--- config.mk ---
export PLATFORM = sky130hd
export DESIGN_NAME = hazard_unit
export DESIGN_NICKNAME = d
export VERILOG_FILES = /design/src/rtl/hazard_unit_pkg.sv /design/src/rtl/hazard_div_fsm.sv /design/src/rtl/hazard_unit.sv
export SDC_FILE = /design/constraint.sdc
export NUM_CORES = 1
export LEC_CHECK = 0
export ABC_AREA = 1
export BUFFER_PORTS_ARGS = -buffer_cell sky130_fd_sc_hd__buf_2
export CAP_MARGIN = 5
export CORE_MARGIN = 10
export CORE_UTILIZATION = 45
export CTS_CLUSTER_SIZE = 28
export DETAILED_ROUTE_END_ITERATION = 8
export PLACE_DENSITY = 0.76
export SYNTH_ARGS = -nofsm -noshare
export SYNTH_HDL_FRONTEND = slang
export SYNTH_HIERARCHICAL = 1
export SYNTH_SLANG_ARGS = --single-unit
--- constraint.sdc ---
create_clock -name clk -period 3.1 [get_ports clk]
set_input_delay 0 -clock clk [delete_from_list [all_inputs] [get_ports clk]]
set_output_delay 0 -clock clk [all_outputs]
set_load 0.05 [all_outputs]
--- src/rtl/hazard_unit_pkg.sv ---
// Shared encodings for the hazard unit: forwarding selects and divider FSM states.
package hazard_unit_pkg;

  localparam logic [1:0] FWD_NONE = 2'b00;
  localparam logic [1:0] FWD_WB   = 2'b01;
  localparam logic [1:0] FWD_MEM  = 2'b10;

  typedef enum logic {
    DIV_IDLE = 1'b0,
    DIV_BUSY = 1'b1
  } div_state_t;

  // The memory-stage producer is younger than write-back, so it wins.
  function automatic logic [1:0] fwd_sel(input logic mem_hit, input logic wb_hit);
    if (mem_hit)     return FWD_MEM;
    else if (wb_hit) return FWD_WB;
    else             return FWD_NONE;
  endfunction

endpackage

--- src/rtl/hazard_div_fsm.sv ---
// Sequences the multi-cycle divider: start, wait for result, cancel on exception,
// and flags a sticky timeout when the divider stays busy too long.
module hazard_div_fsm
  import hazard_unit_pkg::*;
#(
  parameter int unsigned MAX_DIV_CYCLES = 40
) (
  input  logic clk,
  input  logic rst,
  input  logic i_divE,
  input  logic i_div_ready,
  input  logic i_exc_flush,
  output logic o_div_start,
  output logic o_div_annul,
  output logic o_stall_div,
  output logic o_div_timeout
);

  localparam int unsigned CW = $clog2(MAX_DIV_CYCLES + 1);
  localparam logic [CW-1:0] CNT_MAX = CW'(MAX_DIV_CYCLES);

  div_state_t    r_state;
  div_state_t    w_state_nxt;
  logic [CW-1:0] r_cnt;
  logic [CW-1:0] w_cnt_nxt;
  logic          r_timeout;

  always_ff @(posedge clk) begin
    if (rst) begin
      r_state   <= DIV_IDLE;
      r_cnt     <= '0;
      r_timeout <= 1'b0;
    end else begin
      r_state <= w_state_nxt;
      r_cnt   <= w_cnt_nxt;
      if (r_state == DIV_BUSY && r_cnt == CNT_MAX)
        r_timeout <= 1'b1;
    end
  end

  // Pulses are suppressed while rst is high so a reset in BUSY never annuls.
  always_comb begin
    w_state_nxt = r_state;
    w_cnt_nxt   = r_cnt;
    o_div_start = 1'b0;
    o_div_annul = 1'b0;
    o_stall_div = 1'b0;
    if (!rst) begin
      case (r_state)
        DIV_IDLE: begin
          if (i_divE && !i_exc_flush) begin
            o_div_start = 1'b1;
            o_stall_div = 1'b1;
            w_state_nxt = DIV_BUSY;
            w_cnt_nxt   = '0;
          end
        end
        DIV_BUSY: begin
          if (i_exc_flush) begin
            o_div_annul = 1'b1;
            w_state_nxt = DIV_IDLE;
          end else if (i_div_ready) begin
            w_state_nxt = DIV_IDLE;
          end else begin
            o_stall_div = 1'b1;
            if (r_cnt != CNT_MAX)
              w_cnt_nxt = r_cnt + 1'b1;
          end
        end
        default: w_state_nxt = DIV_IDLE;
      endcase
    end
  end

  assign o_div_timeout = r_timeout;

endmodule

--- src/rtl/hazard_unit.sv ---
// Pipeline hazard unit: forwarding selects, load-use / branch stalls, and
// divider sequencing that holds the pipeline while a division is in flight.
module hazard_unit
  import hazard_unit_pkg::*;
#(
  parameter int unsigned REG_AW         = 5,
  parameter int unsigned MAX_DIV_CYCLES = 40
) (
  input  logic              clk,
  input  logic              rst,
  input  logic [REG_AW-1:0] rsD,
  input  logic [REG_AW-1:0] rtD,
  input  logic              branchD,
  input  logic              jrD,
  input  logic [REG_AW-1:0] rsE,
  input  logic [REG_AW-1:0] rtE,
  input  logic [REG_AW-1:0] writeregE,
  input  logic              regwriteE,
  input  logic              memtoregE,
  input  logic              divE,
  input  logic              hiloreadE,
  input  logic [REG_AW-1:0] writeregM,
  input  logic              regwriteM,
  input  logic              memtoregM,
  input  logic              hilowriteM,
  input  logic [REG_AW-1:0] writeregW,
  input  logic              regwriteW,
  input  logic              hilowriteW,
  input  logic              div_ready,
  input  logic              exc_flush,
  output logic              forwardaD,
  output logic              forwardbD,
  output logic [1:0]        forwardaE,
  output logic [1:0]        forwardbE,
  output logic [1:0]        forwardhiloE,
  output logic              stallF,
  output logic              stallD,
  output logic              stallE,
  output logic              flushE,
  output logic              div_start,
  output logic              div_annul,
  output logic              div_timeout
);

  logic w_weE_nz;
  logic w_weM_nz;
  logic w_lwstall;
  logic w_branchstall;
  logic w_stall_div;
  logic w_rs_dep;
  logic w_rt_dep;

  // Forwarding
  assign forwardaD = (rsD != '0) && regwriteM && (writeregM == rsD);
  assign forwardbD = (rtD != '0) && regwriteM && (writeregM == rtD);

  assign forwardaE = fwd_sel((rsE != '0) && regwriteM && (writeregM == rsE),
                             (rsE != '0) && regwriteW && (writeregW == rsE));
  assign forwardbE = fwd_sel((rtE != '0) && regwriteM && (writeregM == rtE),
                             (rtE != '0) && regwriteW && (writeregW == rtE));
  assign forwardhiloE = fwd_sel(hiloreadE && hilowriteM, hiloreadE && hilowriteW);

  // Stall detection
  assign w_weE_nz  = (writeregE != '0);
  assign w_weM_nz  = (writeregM != '0);

  assign w_lwstall = memtoregE && regwriteE && w_weE_nz &&
                     ((writeregE == rsD) || (writeregE == rtD));

  assign w_rs_dep = (regwriteE && w_weE_nz && (writeregE == rsD)) ||
                    (memtoregM && w_weM_nz && (writeregM == rsD));
  assign w_rt_dep = (regwriteE && w_weE_nz && (writeregE == rtD)) ||
                    (memtoregM && w_weM_nz && (writeregM == rtD));

  // A jump-register only reads rs, so rt dependencies matter only for branches.
  assign w_branchstall = ((branchD || jrD) && w_rs_dep) || (branchD && w_rt_dep);

  hazard_div_fsm #(
    .MAX_DIV_CYCLES (MAX_DIV_CYCLES)
  ) u_div_fsm (
    .clk           (clk),
    .rst           (rst),
    .i_divE        (divE),
    .i_div_ready   (div_ready),
    .i_exc_flush   (exc_flush),
    .o_div_start   (div_start),
    .o_div_annul   (div_annul),
    .o_stall_div   (w_stall_div),
    .o_div_timeout (div_timeout)
  );

  assign stallF = w_lwstall || w_branchstall || w_stall_div;
  assign stallD = stallF;
  assign stallE = w_stall_div;
  // While the divider holds E, the instruction there must not be replaced by a bubble.
  assign flushE = (w_lwstall || w_branchstall) && !w_stall_div;

endmodule
==> After elaboration in Yosys (flattened, before gate mapping) <==
Index checks and enable logic that the tools add are counted.
{ "classes": {"bitwise_logic": 1, "magnitude_cmp": 0, "mul": 0, "reduce_logical": 44, "muxes": 21, "n_div": 0, "n_eq_ne": 14, "n_shift": 0, "add_sub_neg": 1} }
{ "op_table": {"columns": ["operator", "n"], "rows": [
  ["5-bit equality test", 8],
  ["5-bit nonzero test", 6],
  ["1-bit logical AND", 28],
  ["6-bit 2-to-1 mux", 4],
  ["1-bit 2-to-1 mux", 12],
  ["6-bit case mux with 2 select lines", 1],
  ["1-bit logical OR", 7],
  ["6-bit by 1-bit adder with 6-bit output, second input constant", 1],
  ["6-bit equality test, second input constant", 1],
  ["2-bit 2-to-1 mux", 3],
  ["2-bit != test, second input constant", 3],
  ["6-bit != test, second input constant", 1],
  ["4-bit AND reduction", 1],
  ["1-bit zero test", 2],
  ["2-bit by 1-bit != test with 1-bit output, second input constant", 1],
  ["1-bit case mux with 2 select lines", 1],
  ["1-bit inverter", 1]
]} }
{ "word_totals": {"ramBits": 0, "latch_bits": 0, "regBits": 8, "output_inout_bits": 15, "rom_bits": 0, "n_memories": 0, "word_cells": 84} }

==> Longest topological paths before layout <==
Gate-level depths: netlist of run 1.
{ "depth": {"depth_word": 8, "ltp_mapped": 12, "depth_no_buf": 11} }

==> Modules after synthesis <==
The synthesis of run 1 kept the hierarchy.
{ "by_module_without_submodules": {"columns": ["mod", "n_inst", "cells_each", "seq_area_each_um2", "area_per_inst_um2"], "rows": [
  ["hazard_unit", 1, 144, 0.0, 825.8],
  ["hazard_div_fsm", 1, 72, 160.2, 467.9]
]} }

==> Worst setup path after synthesis of run 1 <==
Ideal clock, no wire load.
{ "synth_path": {"kind": "register to output", "start": "reg u_div_fsm.r_state", "end": "out stallF", "arrival_time_ps": 2232, "stages_incl_launch_ff": 7, "path_slack_ps": 868, "t_required_ps": 3100, "path_buffers": 1, "path_cell_list": "dfxtp_1 > inv_2 > nand3_2 > a21oi_1 > inv_1 > nand4_1 > buf_4"} }
{ "synth_via": {"elab_chain_cells": 4} }
{ "synth_rtl": {"columns": ["item", "line", "text"], "rows": [
  ["start, declared", "hazard_div_fsm.sv:22", "div_state_t r_state;"],
  ["start signal, assigned", "hazard_div_fsm.sv:34", "r_state <= w_state_nxt;"],
  ["1-bit inverter", "hazard_div_fsm.sv:49", "case (r_state)"],
  ["1-bit case mux with 2 select lines *", "hazard_div_fsm.sv:49", null],
  ["1-bit 2-to-1 mux *", "hazard_div_fsm.sv:48", "if (!rst) begin"],
  ["net stallE", "hazard_unit.sv:38", "output logic stallE,"],
  ["1-bit logical OR *", "hazard_unit.sv:92", "assign stallF = w_lwstall || w_branchstall || w_stall_div;"],
  ["end, declared", "hazard_unit.sv:36", "output logic stallF,"]
]} }
The timed path passes the listed nets; every way through them passes the cells marked *.

==> Worst setup path in the final report of run 1 <==
{ "layout_path": {"start": "reg u_div_fsm.r_state", "end": "out stallD"} }
{ "layout_via": {"elab_chain_cells": 4} }
{ "layout_rtl": {"columns": ["item", "line", "text"], "rows": [
  ["1-bit inverter", "hazard_div_fsm.sv:49", null],
  ["1-bit case mux with 2 select lines *", "hazard_div_fsm.sv:49", null],
  ["1-bit 2-to-1 mux *", "hazard_div_fsm.sv:48", null],
  ["1-bit logical OR *", "hazard_unit.sv:92", null],
  ["end, declared", "hazard_unit.sv:37", "output logic stallD,"]
]} }
Every way passes the cells marked *; elsewhere a longest branch is shown, timed or not.

==> results of run 1 <==
-- how the worst max path moves through the flow --
stage / endpoint / start
final: stallD / u_div_fsm/r_state
after global routing: stallF / u_div_fsm/r_state
after global placement: stallD / u_div_fsm/r_state
after CTS: stallD / u_div_fsm/r_state
after detailed placement: stallD / u_div_fsm/r_state
after floorplan: stallF / u_div_fsm/r_state
-- metrics by stage --
stage / instances / power, mW / area [sq um] / worst slack, ns
6_report: 311 / 0.375 / 1640 / 1.56
5_1_grt: 311 / 0.405 / 1640 / 1.34
4_1_cts: 311 / 0.381 / 1640 / 1.53
3_5_place_dp: 307 / 0.295 / 1610 / 1.82
3_3_place_gp: 307 / 0.293 / 1610 / 1.85
2_1_floorplan: 216 / 0.231 / 1290 / 0.868
-- sequential cells by signal (all words and copies together) (netlist names) --
name,flops
u_div_fsm/o_div_timeout,1
u_div_fsm/r_cnt,6
u_div_fsm/r_state,1
-- where the power goes --
group / internal, mW / switching [mW]
sequential: 0.105 / 0.00292
clock: 0.0444 / 0.0363
combinational: 0.0729 / 0.113
-- worst max-delay path: cells and delay by family, from the launching register on --
family	cells	cell delay [ns]
flops	1	0.35
simple gates	2	0.20
buf+inv	3	0.45
compound gates	1	0.28
-- cell families (layout without fill, tap and decap cells) --
kind of cell	Yosys count	after routing	share of synthesized area, %
flip-flops	8	8	12.4
adder cells (fa/ha/maj)	2	2	1.93
buffers and inverters	43	107	14.5
XOR/XNOR	27	27	19.4
AO/OA/AOI/OAI	16	16	8.03
AND/OR/NAND/NOR	120	120	43.7
-- synthesized netlist by cell type, types with 5 or more instances --
cell	number	area [sq um]
sky130_fd_sc_hd__nor2_1	18	67.6
sky130_fd_sc_hd__a21oi_1	7	35.0
sky130_fd_sc_hd__nand2_1	60	225
sky130_fd_sc_hd__nand4_1	5	31.3
sky130_fd_sc_hd__dfxtp_1	8	160
sky130_fd_sc_hd__nor3_1	5	25.0
sky130_fd_sc_hd__xor2_1	11	96.3
sky130_fd_sc_hd__inv_1	36	135
sky130_fd_sc_hd__xnor2_1	14	123
sky130_fd_sc_hd__nand3_1	14	70.1
sky130_fd_sc_hd__nand2_2	6	37.5
-- timing repair --
item | in CTS | in global routing
resized for setup | 0 | 0
hold endpoints to repair | 2 | 0
hold buffers | 1 | 0
buffers inserted | 0 | 0
-- layout make-up --
| class | instances | share of cell area [%] |
|---|---|---|
| Tap cell | 31 | 2.36 |
| Timing Repair Buffer | 65 | 20.1 |
| Inverter | 39 | 8.90 |
| Sequential cell | 8 | 9.74 |
| Multi-Input combinational cell | 165 | 57.5 |
| Clock buffer | 3 | 1.37 |
-- per-layer routing --
metal | vias to the layer above | wire length [microns]
met5 | - | 0
met4 | 0 | 83
met3 | 10 | 406
met2 | 61 | 1750
met1 | 623 | 1480
li1 | 807 | -
==> run summary, run 1 <==
The I/O pin total is 65. The count of clock tree sinks came out at 8. The final design utilization came out at 59.6%. The iteration count of the initial detailed-routing pass is 4. The maximum number of pins on one net before global-route repair is 10. The maximum clock rate is 648 MHz.

Synthesis inferred 8 register bits. The post-route worst hold slack is 0.128 ns. At the end of routability-driven placement, the weighted congestion stood at 0.902. The number of global-route vias before repair came out at 1473. After synthesis, flip-flops and latches occupy 12.4% of the total area. The total of max-cap violations is 0. Setup repair after global routing left no endpoint under its margin. TritonCTS built the clock tree.

The highest net fanout along the worst path is 5. The area overhead of the layout relative to synthesis came out at 27.1%. The fraction of final layout cells sized beyond drive strength 1 is 31.8%. A synthesized cell averages 5.99 sq um.

The category of the critical setup timing path is register to output port. The global-route met2 utilization is 23.9%. The starting density of the core is 46.9%. Summed over all layers, the global routing overflow is 0. Headroom to the max-slew limit came out at 82.4%. In this run the worst hold path is classified as input port to register. The worst setup path is captured at an output port. The floorplan step defined a die boundary enclosing 5420 sq um. The total of fill cells in the finished design came out at 292. The synthesized cell area is 1290 sq um. The root buffer cell chosen for the clock tree is sky130_fd_sc_hd__clkbuf_4. The minimum setup slack among reg-to-reg paths is 1.80 ns. The library cell used most frequently in the layout, excluding fill and tap cells, is sky130_fd_sc_hd__buf_2. The floorplan has 19 rows. The count of antenna diodes in the layout is 0. The area taken by multi-input logic gates came out at 946 sq um. The number of warnings issued by yosys is 6. The final setup TNS is 0 ns. The global routing met3 resource utilization came out at 4.58%.

The worst clock skew is 0.00243 ns. The worst setup path is launched from a register. The maximum resistive drop on vdd is 218 uV. In this run the power density over the cells is 228 nW/um^2. Of all flip-flops after synthesis, the portion carrying an async set or reset was 0%. Across every metal layer, demand over resource in global routing totals 13.9%. The number of levels in the clock H-tree came out at 1. Traced cell by cell, the critical path runs through inv_2, nand3_2, a21oi_1, inv_1, nand4_1, buf_2. The DRC violation count after routing is 0. The hold path depth is 3. Port buffering added 64 buffers. The slew at the pin closest to its max-slew limit came out at 0.262 ns. The number of hold-slack violations in the final timing report is 0. The total count of max-transition violations in the final report is 0. The placed wire-length estimate came out at 3240 microns. The run finished with clean final reports. The maximum buffer depth of the clock tree is 2. After the first detailed-routing iteration, the DRC count stood at 74. The endpoint with the worst hold slack is u_div_fsm/r_state. After clock tree synthesis, the clock-pin slew on the worst setup and hold paths is 0.05 ns.

The count of distinct cell types in the synthesized netlist is 29. The share of the clock period used by the worst path came out at 49.8%. Among all flip-flop cells after synthesis, the most frequent one is sky130_fd_sc_hd__dfxtp_1. The critical path required time came out at 3.10 ns. The height of the die is 73.6 microns. The worst hold path begins at div_ready. In the layout the commonest cells are 64 x sky130_fd_sc_hd__buf_2, 60 x sky130_fd_sc_hd__nand2_1, 36 x sky130_fd_sc_hd__inv_1. The data arrival time of the critical path is 1.54 ns. The first-pass GRT wire length is 6270 microns.

In this run the critical register-to-register path is launched from u_div_fsm/r_cnt[0]. Setup violations remaining at the end of the flow were counted as 0. The detail-routed net length per standard cell is 11.9 microns.

The worst reg2reg path depth came out at 10. The final critical delay including setup and external delays came out at 1.54 ns. Using the TritonRoute via totals, the vias-per-cell ratio works out to 4.83. The initial antenna violation count came out at 0. The total leakage power came out at 0.906 nW. The detailed-route wire length is 3720 microns. The peak-usage layer in the global routing report is met2. Counting flops with a built-in enable in the synthesized netlist gives 0. When the netlist entered floorplanning its net count stood at 268. The horizontal die dimension is 73.6 microns.

The cell count after synthesis came out at 216. The clock latency at the later pin of the worst-skew pair is 0.25 ns. The worst register-to-register path ends at u_div_fsm/r_cnt[4]. The cell type of the slowest stage on the worst timing path is sky130_fd_sc_hd__dfxtp_1. Across all layers, the routed design uses 1501 vias. The net count of the finished layout is 334.

The antenna violation net count after detailed routing came out at 0. The flip-flop and latch area is 160 sq um. The total CTS buffers came out at 3. The global-route met1 utilization is 15.3%.

The core region is 2760 sq um. The largest stage delay on the critical path came out at 0.35 ns.
(Power assumes the default switching activity.)
==> inputs of run 2 (changes only) <==
- ABC_AREA: 1 -> 0
- CORE_UTILIZATION: 45 -> 43
- PLACE_DENSITY: 0.76 -> 0.77
- clock period: 3.1 -> 1.5 ns (I/O delays scaled with it)
==> run summary, run 2 <==
The synthesized cell area came out at 1080 sq um. The maximum clock rate came out at 657 MHz. The number of placement rows is 18. After the first detailed-routing iteration, the DRC count stood at 174.

Together, buffers and inverters on the worst path number 2. The I/O pin total is 65. In the final routed layout, each cell accounts on average for 15.4 microns. The clock group share of total power came out at 21.0%. The largest stage delay on the critical path is 0.38 ns. The most frequently used cell type in the post-synthesis netlist is sky130_fd_sc_hd__xnor2_1. Buffers placed on the I/O ports in this run total 64. After synthesis, the cell types taking the most area are sky130_fd_sc_hd__xnor2_1 30%, sky130_fd_sc_hd__dfxtp_1 15%, sky130_fd_sc_hd__or4_1 4.8%.

The overall track demand over capacity in global routing is 14.4%. Across all setup checks in the final design, the least slack found is -0.0225 ns. The total area inside the core boundary comes to 2430 sq um. Max-cap violations in this run came to 0. Summing the sequential cell areas from Yosys gives 14.8% of the chip area. The clock latency at the later pin of the worst-skew pair is 0.26 ns.

The fraction of power spent switching nets came out at 38.8%. Headroom to the max-slew limit came out at 64.4%. The die is 70.2 microns wide. The DRC violation count after routing came out at 0. The vias after detailed routing came out at 1360. TritonCTS built the clock tree. Across the routed clock network, the largest skew measured is 0.0182 ns. The critical path required time came out at 1.50 ns. The final reports fail on negative setup slack. The starting density of the core is 44.6%. The mean post-synth cell area came out at 7.53 sq um.

The synthesized design devotes to its leading area cell type 29.9% of total area. The maximum number of pins on one net before global-route repair is 8. The area of the die is 4930 sq um. The flow ran to the end, but the final reports show violations. The number of nets in the final layout came out at 274.

The post-synthesis net count is 196. The detailed-route wire length came out at 3840 microns. Total power for the finished layout comes to 0.816 mW. The total CTS buffers came out at 3.

The number of hold-slack violations in the final timing report is 0. The number of levels in the clock H-tree came out at 1. The total leakage power is 0.677 nW. The total internal power came out at 0.499 mW. STA classifies the critical path endpoint as an output port.

The slew at the pin closest to its max-slew limit came out at 0.530 ns. The post-route worst hold slack came out at 0.0278 ns. The clock slew at the register clock pins of the worst setup and hold paths came out at 0.07 ns. Data arrives at the worst endpoint at 1.52 ns. The placed wire-length estimate is 3190 microns.

The kind of cell with the highest combined delay along the critical path is flip-flops. Of all flip-flops after synthesis, the portion carrying an async set or reset was 0%. The register containing the most flip-flops in the final layout is u_div_fsm/r_cnt. For this run, the number of Yosys warnings is 6. The fraction of final layout cells sized beyond drive strength 1 is 47.3%. The proportion of power drawn by flip-flops and latches is 27.0%. Once detail routing completed, the nets flagged for antenna violations numbered 0. The number of global-route vias before repair is 1478. The first detailed-routing pass took 5 iterations. The final number of setup-violating endpoints came out at 2. Synthesis instantiated 34 different standard cells from the library. The most used flip-flop cell after synthesis is sky130_fd_sc_hd__dfxtp_1. The height of the die came out at 70.2 microns. The synthesized design spends more area on one cell type than any other, namely sky130_fd_sc_hd__xnor2_1. Traced cell by cell, the critical path runs through nor2_4, a211o_1, buf_6, nor2_4, nand3b_1, buf_6.

The final critical delay including setup and external delays is 1.52 ns. The area overhead of the layout relative to synthesis came out at 54.1%. In the layout the commonest cells are 61 x sky130_fd_sc_hd__buf_2, 37 x sky130_fd_sc_hd__xnor2_1, 15 x sky130_fd_sc_hd__buf_4. The worst hold path belongs to the class input port to register.

The combinational share of power is 52.0%. The power density normalized to cell area is 488 nW/um^2. The maximum buffer depth of the clock tree is 2. Dividing the final minimum period by the clock period gives 102%. In the final layout, the multi-input gates occupy 968 sq um. The category of the critical setup timing path is register to output port. The CTS root buffer is sky130_fd_sc_hd__clkbuf_4. The flip-flop and latch area came out at 165 sq um. Leaving out fill and tap cells, the most frequent cell in the layout is sky130_fd_sc_hd__buf_2. The worst-case setup slack after placement is 0.000690 ns.

The initial antenna violation count was 0. The number of antenna diodes in the final layout is 0. In this run the worst path has a maximum fanout of 4. The flop and latch count out of synthesis came out at 8. The cell count after synthesis came out at 144. Hold repair after CTS inserted 0 buffers. By count the netlist is led by 37 x sky130_fd_sc_hd__xnor2_1, 13 x sky130_fd_sc_hd__nor2_1, 10 x sky130_fd_sc_hd__nand2_1. The first global-routing pass estimated 6270 microns of wire.

The startpoint class of the critical path is a register. In this run the power spent charging and discharging nets is 0.317 mW. The final RePlAce weighted congestion is 0.831. On the critical path, the stage with the largest delay is an instance of sky130_fd_sc_hd__dfxtp_4.

The maximum resistive drop on vdd is 457 uV. The global-route congestion overflow total is 0. After filler insertion, the fill cell instance count of the layout stands at 202. Yosys mapped a number of flops with a built-in enable equal to 0. After detailed routing, the number of vias per cell comes to 5.44. Setup repair after global routing could not meet its margin everywhere. The count of clock tree sinks is 8. The total count of max-transition violations in the final report is 0. After routing, the total negative slack on setup checks comes to -0.0451 ns. The number of flip-flops in the largest register is 6.
## run 2: cell types whose count changed after synthesis, moves of 5 or more
| cell | previous run | this run |
|---|---|---|
| sky130_fd_sc_hd__inv_1 | 36 | 4 |
| sky130_fd_sc_hd__nand2_1 | 60 | 10 |
| sky130_fd_sc_hd__xor2_1 | 11 | 5 |
| sky130_fd_sc_hd__nor2_1 | 18 | 13 |
| sky130_fd_sc_hd__xnor2_1 | 14 | 37 |
| sky130_fd_sc_hd__or4_1 | 0 | 7 |
| sky130_fd_sc_hd__nand2_2 | 6 | 0 |
| sky130_fd_sc_hd__nand3_1 | 14 | 4 |
## run 2: path summary, 6_finish.rpt
check                                              from                      end  slack [ns]  cells past startpoint
worst max-delay path                  u_div_fsm/r_state                   stallF       -0.02                      6
worst max register to register       u_div_fsm/r_cnt[1]       u_div_fsm/r_cnt[0]        0.03                      6
worst min-delay path                                rst       u_div_fsm/r_cnt[4]        0.03                      2
worst min register to register  u_div_fsm/o_div_timeout  u_div_fsm/o_div_timeout        0.48                      2
## run 2: cell type report
class	count	area share, %
tap	30	2.25
inverter	4	0.898
clock buffer	3	1.35
timing repair buffer	80	27.7
sequential	8	9.88
multi-input combinational	125	57.9
## run 2: power groups by stage
stage / Combinational [mW] / Sequential [mW] / Clock [mW]
global route: 0.457 / 0.220 / 0.189
global placement: 0.378 / 0.225 / 0
detailed placement: 0.391 / 0.225 / 0
floorplan: 0.250 / 0.223 / 0
CTS: 0.414 / 0.219 / 0.174
finish: 0.424 / 0.220 / 0.172
## run 2: cells by family (layout without fill, tap and decap cells)
group / count (synthesis) / after routing / share of synthesized area (%)
xor gates and xnor gates: 42 / 42 / 33.9
AOI/OAI and AO/OA: 23 / 23 / 13.5
adders and majority gates: 2 / 2 / 2.31
DFF: 8 / 8 / 14.8
and+or+nand+nor: 58 / 58 / 29.1
buffers and inverters: 11 / 87 / 6.46
## run 2: per-stage QoR
stage	area, sq um	utilization [%]	instances
global route	1670	68.7	250
floorplan	1170	-	144
global placement	1530	62.8	239
detailed placement	1530	62.8	239
finish	1670	68.7	250
CTS	1620	66.5	247
## run 2: what timing repair did
action                     CTS  global route
buffers inserted             5             3
setup endpoints to repair    7             8
resized for setup            8            10
pin swaps                    3             2
## run 2: layer usage
metal / wire length [microns] / GRT usage (%) / up-vias
met5: 0 / 0 / -
met4: 106 / 5.92 / 0
met3: 308 / 4.52 / 13
met2: 1870 / 24.8 / 65
met1: 1560 / 15.9 / 616
li1: - / - / 666
